`src/rtl/uc_param_pkg.sv`:
```
// Shared state codes, display message codes and parameter defaults for the
// game control unit and its timers.
package uc_param_pkg;

  typedef enum logic [3:0] {
    inicial          = 4'h0,
    preparacao       = 4'h1,
    inicia_rodada    = 4'h2,
    espera_jogada    = 4'h3,
    registra         = 4'h4,
    comparacao       = 4'h5,
    conta_acerto     = 4'h6,
    pisca_on         = 4'h8,
    testa_fim        = 4'h9,
    final_com_acerto = 4'hA,
    proxima_rodada   = 4'hB,
    pisca_off        = 4'hC,
    estado_timeout   = 4'hE
  } estado_t;

  localparam logic [1:0] DISP_PREPARACAO = 2'b00;
  localparam logic [1:0] DISP_ACERTO     = 2'b01;
  localparam logic [1:0] DISP_TIMEOUT    = 2'b10;
  localparam logic [1:0] DISP_JOGO       = 2'b11;

  localparam int N_SEQ_PADRAO      = 16;
  localparam int N_ACERTOS_PADRAO  = 2;
  localparam int N_PISCADAS_PADRAO = 3;
  localparam int T_ON_PADRAO       = 500;
  localparam int T_OFF_PADRAO      = 500;
  localparam int T_LIMITE_PADRAO   = 5000;

  // Bits needed to hold 0..limite-1, never less than one.
  function automatic int larguraPara(input int limite);
    return (limite > 1) ? $clog2(limite) : 1;
  endfunction

endpackage

```
`src/rtl/contador_limite.sv`:
```
// Modulo-LIMITE up-counter with synchronous clear; fim flags the last count.
module contador_limite #(
  parameter int WIDTH  = 4,
  parameter int LIMITE = 10
) (
  input  logic clock,
  input  logic reset,
  input  logic zera,
  input  logic conta,
  output logic fim
);

  logic [WIDTH-1:0] valor;

  assign fim = (valor == WIDTH'(LIMITE - 1));

  // NOTE: sequential state uses non-blocking assignments so every register
  // samples the pre-edge values of its neighbours.
  always_ff @(posedge clock or posedge reset) begin
    if (reset)      valor <= '0;
    else if (zera)  valor <= '0;
    else if (conta) valor <= fim ? '0 : valor + WIDTH'(1);
  end

endmodule

```
`src/rtl/unidade_controle_param.sv`:
```
// Control unit for the memory/hit game: rounds, hit counting, LED blinking and
// per-round timeout. Define UC_PAUSA_EN to add the pausa freeze input.
module unidade_controle_param
  import uc_param_pkg::*;
#(
  parameter int N_SEQ      = N_SEQ_PADRAO,
  parameter int N_ACERTOS  = N_ACERTOS_PADRAO,
  parameter int N_PISCADAS = N_PISCADAS_PADRAO,
  parameter int T_ON       = T_ON_PADRAO,
  parameter int T_OFF      = T_OFF_PADRAO,
  parameter int T_LIMITE   = T_LIMITE_PADRAO
) (
  input  logic                          clock,
  input  logic                          reset,
  input  logic                          jogar,
  input  logic                          confirma,
  input  logic                          tem_jogada,
  input  logic                          acertouJogada,
  input  logic                          jogadaRepetida,
`ifdef UC_PAUSA_EN
  input  logic                          pausa,
`endif
  output logic                          zeraR,
  output logic                          registraR,
  output logic                          registraA,
  output logic                          zeraA,
  output logic                          registraL,
  output logic                          leds_on,
  output logic                          pronto,
  output logic                          acertou,
  output logic                          timeout_out,
  output logic [1:0]                    displayAddr,
  output logic                          displayFromMem,
  output logic [larguraPara(N_SEQ)-1:0] rodada,
  output logic [3:0]                    acertos,
  output logic [3:0]                    db_estado
);

  localparam int RW = larguraPara(N_SEQ);

  estado_t estado, proximo;
  logic    pausado, ativo, emRodada;
  logic    fimTimeout, fimOn, fimOff, fimPiscadas;

`ifdef UC_PAUSA_EN
  assign pausado = pausa;
`else
  assign pausado = 1'b0;
`endif
  assign ativo = ~pausado;

  // States in which the round timeout is armed and may preempt the FSM.
  assign emRodada = estado inside {inicia_rodada, espera_jogada, registra, comparacao,
                                   conta_acerto, pisca_on, pisca_off, testa_fim,
                                   proxima_rodada};

  // Also cleared in preparacao so a stale count from a timed-out game cannot fire in inicia_rodada.
  contador_limite #(.WIDTH(larguraPara(T_LIMITE)), .LIMITE(T_LIMITE)) contTimeout (
    .clock(clock), .reset(reset),
    .zera (ativo && (estado == preparacao || estado == inicia_rodada)),
    .conta(ativo && emRodada && estado != inicia_rodada),
    .fim  (fimTimeout)
  );

  contador_limite #(.WIDTH(larguraPara(T_ON)), .LIMITE(T_ON)) contOn (
    .clock(clock), .reset(reset),
    .zera (ativo && estado != pisca_on),
    .conta(ativo && estado == pisca_on),
    .fim  (fimOn)
  );

  contador_limite #(.WIDTH(larguraPara(T_OFF)), .LIMITE(T_OFF)) contOff (
    .clock(clock), .reset(reset),
    .zera (ativo && estado != pisca_off),
    .conta(ativo && estado == pisca_off),
    .fim  (fimOff)
  );

  contador_limite #(.WIDTH(larguraPara(N_PISCADAS)), .LIMITE(N_PISCADAS)) contPiscadas (
    .clock(clock), .reset(reset),
    .zera (ativo && estado == conta_acerto),
    .conta(ativo && estado == pisca_off && fimOff),
    .fim  (fimPiscadas)
  );

  always_ff @(posedge clock or posedge reset) begin
    if (reset)      estado <= inicial;
    else if (ativo) estado <= proximo;
  end

  // NOTE: every always_comb output gets a default first; a path that leaves
  // one unassigned would infer a latch.
  always_comb begin
    proximo = estado;
    case (estado)
      inicial:          if (jogar) proximo = preparacao;
      preparacao:       if (confirma) proximo = inicia_rodada;
      inicia_rodada:    proximo = espera_jogada;
      espera_jogada:    if (tem_jogada) proximo = registra;
      registra:         proximo = comparacao;
      comparacao:       proximo = (!acertouJogada || jogadaRepetida) ? espera_jogada : conta_acerto;
      conta_acerto:     proximo = (acertos == 4'(N_ACERTOS - 1)) ? pisca_on : espera_jogada;
      pisca_on:         if (fimOn) proximo = pisca_off;
      pisca_off:        if (fimOff) proximo = fimPiscadas ? testa_fim : pisca_on;
      testa_fim:        proximo = (rodada == RW'(N_SEQ - 1)) ? final_com_acerto : proxima_rodada;
      proxima_rodada:   proximo = inicia_rodada;
      final_com_acerto,
      estado_timeout:   if (jogar) proximo = preparacao;
      default:          proximo = inicial;
    endcase
    if (emRodada && fimTimeout) proximo = estado_timeout;
  end

  always_ff @(posedge clock or posedge reset) begin
    if (reset) begin
      acertos <= '0;
      rodada  <= '0;
    end else if (ativo) begin
      if (estado == preparacao || estado == inicia_rodada)
        acertos <= '0;
      else if (estado == conta_acerto && acertos != 4'(N_ACERTOS))
        acertos <= acertos + 4'd1;

      if (estado == preparacao)
        rodada <= '0;
      else if (estado == proxima_rodada && rodada != RW'(N_SEQ - 1))
        rodada <= rodada + RW'(1);
    end
  end

  always_comb begin
    zeraR       = 1'b0;
    registraR   = 1'b0;
    registraA   = 1'b0;
    zeraA       = 1'b0;
    registraL   = 1'b0;
    pronto      = 1'b0;
    acertou     = 1'b0;
    timeout_out = 1'b0;
    case (estado)
      preparacao:       begin zeraR = 1'b1; zeraA = 1'b1; end
      inicia_rodada:    begin zeraA = 1'b1; registraL = 1'b1; end
      espera_jogada,
      testa_fim:        zeraR = 1'b1;
      registra:         registraR = 1'b1;
      conta_acerto:     registraA = 1'b1;
      final_com_acerto: begin zeraR = 1'b1; pronto = 1'b1; acertou = 1'b1; end
      estado_timeout:   begin zeraR = 1'b1; pronto = 1'b1; timeout_out = 1'b1; end
      default: ;
    endcase
    if (pausado) begin
      {zeraR, registraR, registraA, zeraA, registraL, pronto, acertou, timeout_out} = '0;
    end
  end

  // LEDs are forced dark while reset is held, even though inicial lights them.
  assign leds_on        = !reset && (estado != pisca_off);
  assign displayFromMem = estado inside {preparacao, final_com_acerto, estado_timeout};
  assign displayAddr    = (estado == preparacao)       ? DISP_PREPARACAO :
                          (estado == final_com_acerto) ? DISP_ACERTO     :
                          (estado == estado_timeout)   ? DISP_TIMEOUT    : DISP_JOGO;
  assign db_estado      = estado;

endmodule

```
`config.mk`:
```
export PLATFORM = sky130hd
export DESIGN_NAME = unidade_controle_param
export DESIGN_NICKNAME = d
export VERILOG_FILES = /design/src/rtl/uc_param_pkg.sv /design/src/rtl/contador_limite.sv /design/src/rtl/unidade_controle_param.sv
export SDC_FILE = /design/constraint.sdc
export NUM_CORES = 1
export LEC_CHECK = 0
export ABC_CLOCK_PERIOD_IN_PS = 2300
export CORE_MARGIN = 2
export CORE_UTILIZATION = 40
export DETAILED_ROUTE_END_ITERATION = 8
export PLACE_DENSITY = 0.68
export SYNTH_ARGS = -nofsm -noshare
export SYNTH_HDL_FRONTEND = slang
export SYNTH_SLANG_ARGS = --single-unit
```
`constraint.sdc`:
```
create_clock -name clock -period 2.3 [get_ports clock]
set_input_delay 0.46 -clock clock [delete_from_list [all_inputs] [get_ports clock]]
set_output_delay 0.46 -clock clock [all_outputs]
set_load 0.05 [all_outputs]
```
==> impl_metrics.json <==
{
  "outcome": "complete, no violations",
  "crit_chain": "xnor2_1 -> nor3_1 -> buf_4 -> buf_12",
  "dp_hpwl_mm": 3.929,
  "grtUsageTotal": 0.1635,
  "drive_above_1_share": 0.1719,
  "rows": 29,
  "drt-initial-drc-count": 147,
  "clockBufferDepth": 2,
  "cts_root_buffer": "clkbuf_8",
  "final_nets": 333,
  "syn_nets": 298,
  "period_needed_ns": 2.196,
  "grt_pass1_wl_mm": 9.791,
  "arrival_ns": 1.74,
  "synth_compound_area_frac": 0.1482,
  "path_max_fanout": 18,
  "gr-usage-met3": 0.03147,
  "synth_top_family_by_area": "simple AND/OR/NAND/NOR gates",
  "fin_crit_sh": 0.9548,
  "diodes": 0,
  "synth.avg_cell_area_um2": 9.186,
  "area_growth_pct": 25.13,
  "slew_headroom": 0.6057,
  "hold_viol_final": 0,
  "routedWlPerCell_um": 13.86,
  "vias_per_cell": 5.554,
  "synthXorXnorAreaFrac": 0.05707,
  "power.net_switching_mw": 1.758,
  "synth_adder_area_share": 0.03357,
  "gp_congestion": 0.8150,
  "switching_share": 0.4791,
  "io_buffers": 30,
  "grt_pass1_vias": 2153,
  "grt_setup_unrepaired": "no",
  "postCtsResizedCells": 0,
  "tightest_slew_ns": 0.5869,
  "synth_top_area_frac": 0.4317,
  "clock_latency_ns": 0.29,
  "max_freq_ghz": 0.4553,
  "use_met1": 0.2231,
  "ios": 31,
  "synth.area.mux_share": 0.01151,
  "synthDistinctLibCells": 57,
  "synth_edf_count": 0,
  "initial_utilization": 0.4132,
  "antenna_found_initial": 0,
  "synth_area_leader_cell": "dfrtp_1",
  "cts_setup_buffers": 0,
  "cts_tree": "done",
  "slowest_delay_ns": 0.55,
  "synth_ff_type": "dfrtp_1",
  "seq_area_frac_synth": 0.4317,
  "drcViolationCount": 0,
  "clk_pin_slew_ns": 0.09,
  "p_int_mw": 1.911,
  "setup_viol": 0,
  "die_height_um": 84.76,
  "synth_area_mm2": 0.002609,
  "async_flop_share": 1.000,
  "p_clk_frac": 0.130,
  "critPathCaptureType": "output pin",
  "ant_nets": 0,
  "fin_skew_ns": 0.004999,
  "synthTopCellsByArea": "dfrtp_1 43%, nor2_1 4.9%, nand2_1 3.6%",
  "routed_wl_mm": 5.504,
  "grt_max_degree": 35,
  "hp-class": "flop to flop",
  "netlist_instances": 284,
  "drv_slew": 0,
  "setup_ws_ns": 0.1039,
  "vdd_drop_max_mv": 0.7053,
  "crit_required_ns": 1.84,
  "vias": 2205,
  "ys.warnings.count": 0,
  "critPathLaunchType": "flop",
  "ctsHoldBuffers": 0,
  "crit_slowest_cell": "dfrtp_2",
  "maxCapViolations": 0,
  "fp.coreArea_mm2": 0.006314,
  "use_met2": 0.2627,
  "crit_type": "flop to output pin",
  "cts-htree-levels": 2,
  "die_area_mm2": 0.007184,
  "cts_buffers": 5,
  "p_leak_nw": 1.332,
  "cts_sinks": 45,
  "overflow": 0,
  "synthSimpleGateAreaFrac": 0.2835,
  "pre_cts_slack_ns": 0.3136,
  "power_mw": 3.669,
  "drt-pass1-iter-count": 4,
  "p_comb_frac": 0.561,
  "ys_seq_elements": 45,
  "die_w_um": 84.76,
  "power.density_mw_per_mm2": 1124,
  "busiest_layer": "met2",
  "sequentialPowerShare": 0.309,
  "fillers": 594
}
[kinds of logic after synthesis]
family,Yosys count
multiplexers,3
adder cells (fa/ha/maj),7
XOR/XNOR,17
flip-flops,45
AND/OR/NAND/NOR,135
AO/OA/AOI/OAI,55
buffers and inverters,22
[Yosys cell counts (all sizes together) (2+ instances only)]
library cell  instances
clkbuf                7
o21ai                19
nand4                 8
o31ai                 7
a211oi                2
nand2                25
nor4                  3
nand3                16
and2                  5
buf                   5
a31oi                 3
xor2                 10
mux2i                 3
a311oi                2
inv                  10
dfrtp                45
or3                   6
nor4b                 4
nor2                 35
o41ai                 2
nor3b                 3
nand3b                2
ha                    7
and3                  6
o22ai                 2
nand2b                5
a21oi                 9
nor3                  8
xnor2                 7
[layout by cell type, fill, tap and decap left out, drive strengths merged, types with 3 or more instances in the layout]
cell type / synthesis / routed
nand4: 8 / 8
nand2: 25 / 25
nand2b: 5 / 5
nor2: 35 / 35
nor4b: 4 / 4
nand3: 16 / 16
ha: 7 / 7
nor4: 3 / 3
clkbuf: 7 / 5
nor3: 8 / 8
xnor2: 7 / 7
mux2i: 3 / 3
and2: 5 / 5
or3: 6 / 6
inv: 10 / 10
a21oi: 9 / 9
o21ai: 19 / 19
and3: 6 / 6
clkdlybuf4s50: 0 / 14
xor2: 10 / 10
dfrtp: 45 / 45
a31oi: 3 / 3
buf: 5 / 25
o31ai: 7 / 7
nor3b: 3 / 3
[layout make-up]
cell class | instances | area [µm²] | area share
multi-input combinational | 217 | 1460 | 0.4473
sequential | 45 | 1131 | 0.3465
timing repair buffer | 40 | 452.9 | 0.1388
tap | 77 | 96.34 | 0.02951
clock buffer | 5 | 68.82 | 0.02108
inverter | 10 | 37.54 | 0.01150
clock inverter | 3 | 17.52 | 0.005366
[through the flow]
step	setup TNS, ns	utilization	area, µm²	instances	hold slack [ns]
global route	0	0.5170	3264	397	0.4926
CTS	0	0.5166	3262	397	0.4621
finish	0	0.5170	3264	397	0.4607
detailed placement	0	0.5030	3176	389	0.4502
floorplan	-0.2104	-	2684	284	0.4247
global placement	0	0.5030	3176	389	0.4408
[power groups by stage]
stage | logic (mW) | clock network, mW | registers (mW)
6_report | 2.06 | 0.479 | 1.13
5_1_grt | 2.22 | 0.533 | 1.16
4_1_cts | 2.07 | 0.493 | 1.13
3_5_place_dp | 2.06 | 0 | 1.14
3_3_place_gp | 2.03 | 0 | 1.14
2_1_floorplan | 1.36 | 0 | 1.17
[flip-flops by register name, summed over array words and instances, names as in the netlist]
register / flops
contOn.valor: 9
contPiscadas.valor: 2
rodada: 4
contTimeout.valor: 13
acertos: 4
db_estado: 4
contOff.valor: 9
[worst paths after layout]
kind | from | endpoint | slack [ns] | cells past startpoint
setup reg to reg | contTimeout.valor[5] | contTimeout.valor[9] | 0.26 | 5
max in group asynchronous | reset | db_estado[0] | 1.34 | 3
hold / removal | contOff.valor[0] | contOff.valor[0] | 0.46 | 1
setup / recovery | db_estado[1] | zeraA | 0.10 | 4
hold reg to reg | contOff.valor[0] | contOff.valor[0] | 0.46 | 1
min in group asynchronous | reset | contOn.valor[7] | 0.50 | 3
[worst max-delay path: cells and delay by family, from the launching register on]
kind / cells / cell delay [ns]
xor+xnor: 1 / 0.18
buf+inv: 2 / 0.36
flops: 1 / 0.55
simple gates: 1 / 0.36
[per-layer routing]
layer | vias to the layer above | routed length (µm)
li1 | 1088 | -
met1 | 1054 | 2651
met2 | 53 | 2576
met3 | 10 | 185
met4 | 0 | 91
met5 | - | 0
Power figures use the tool's default switching activity.
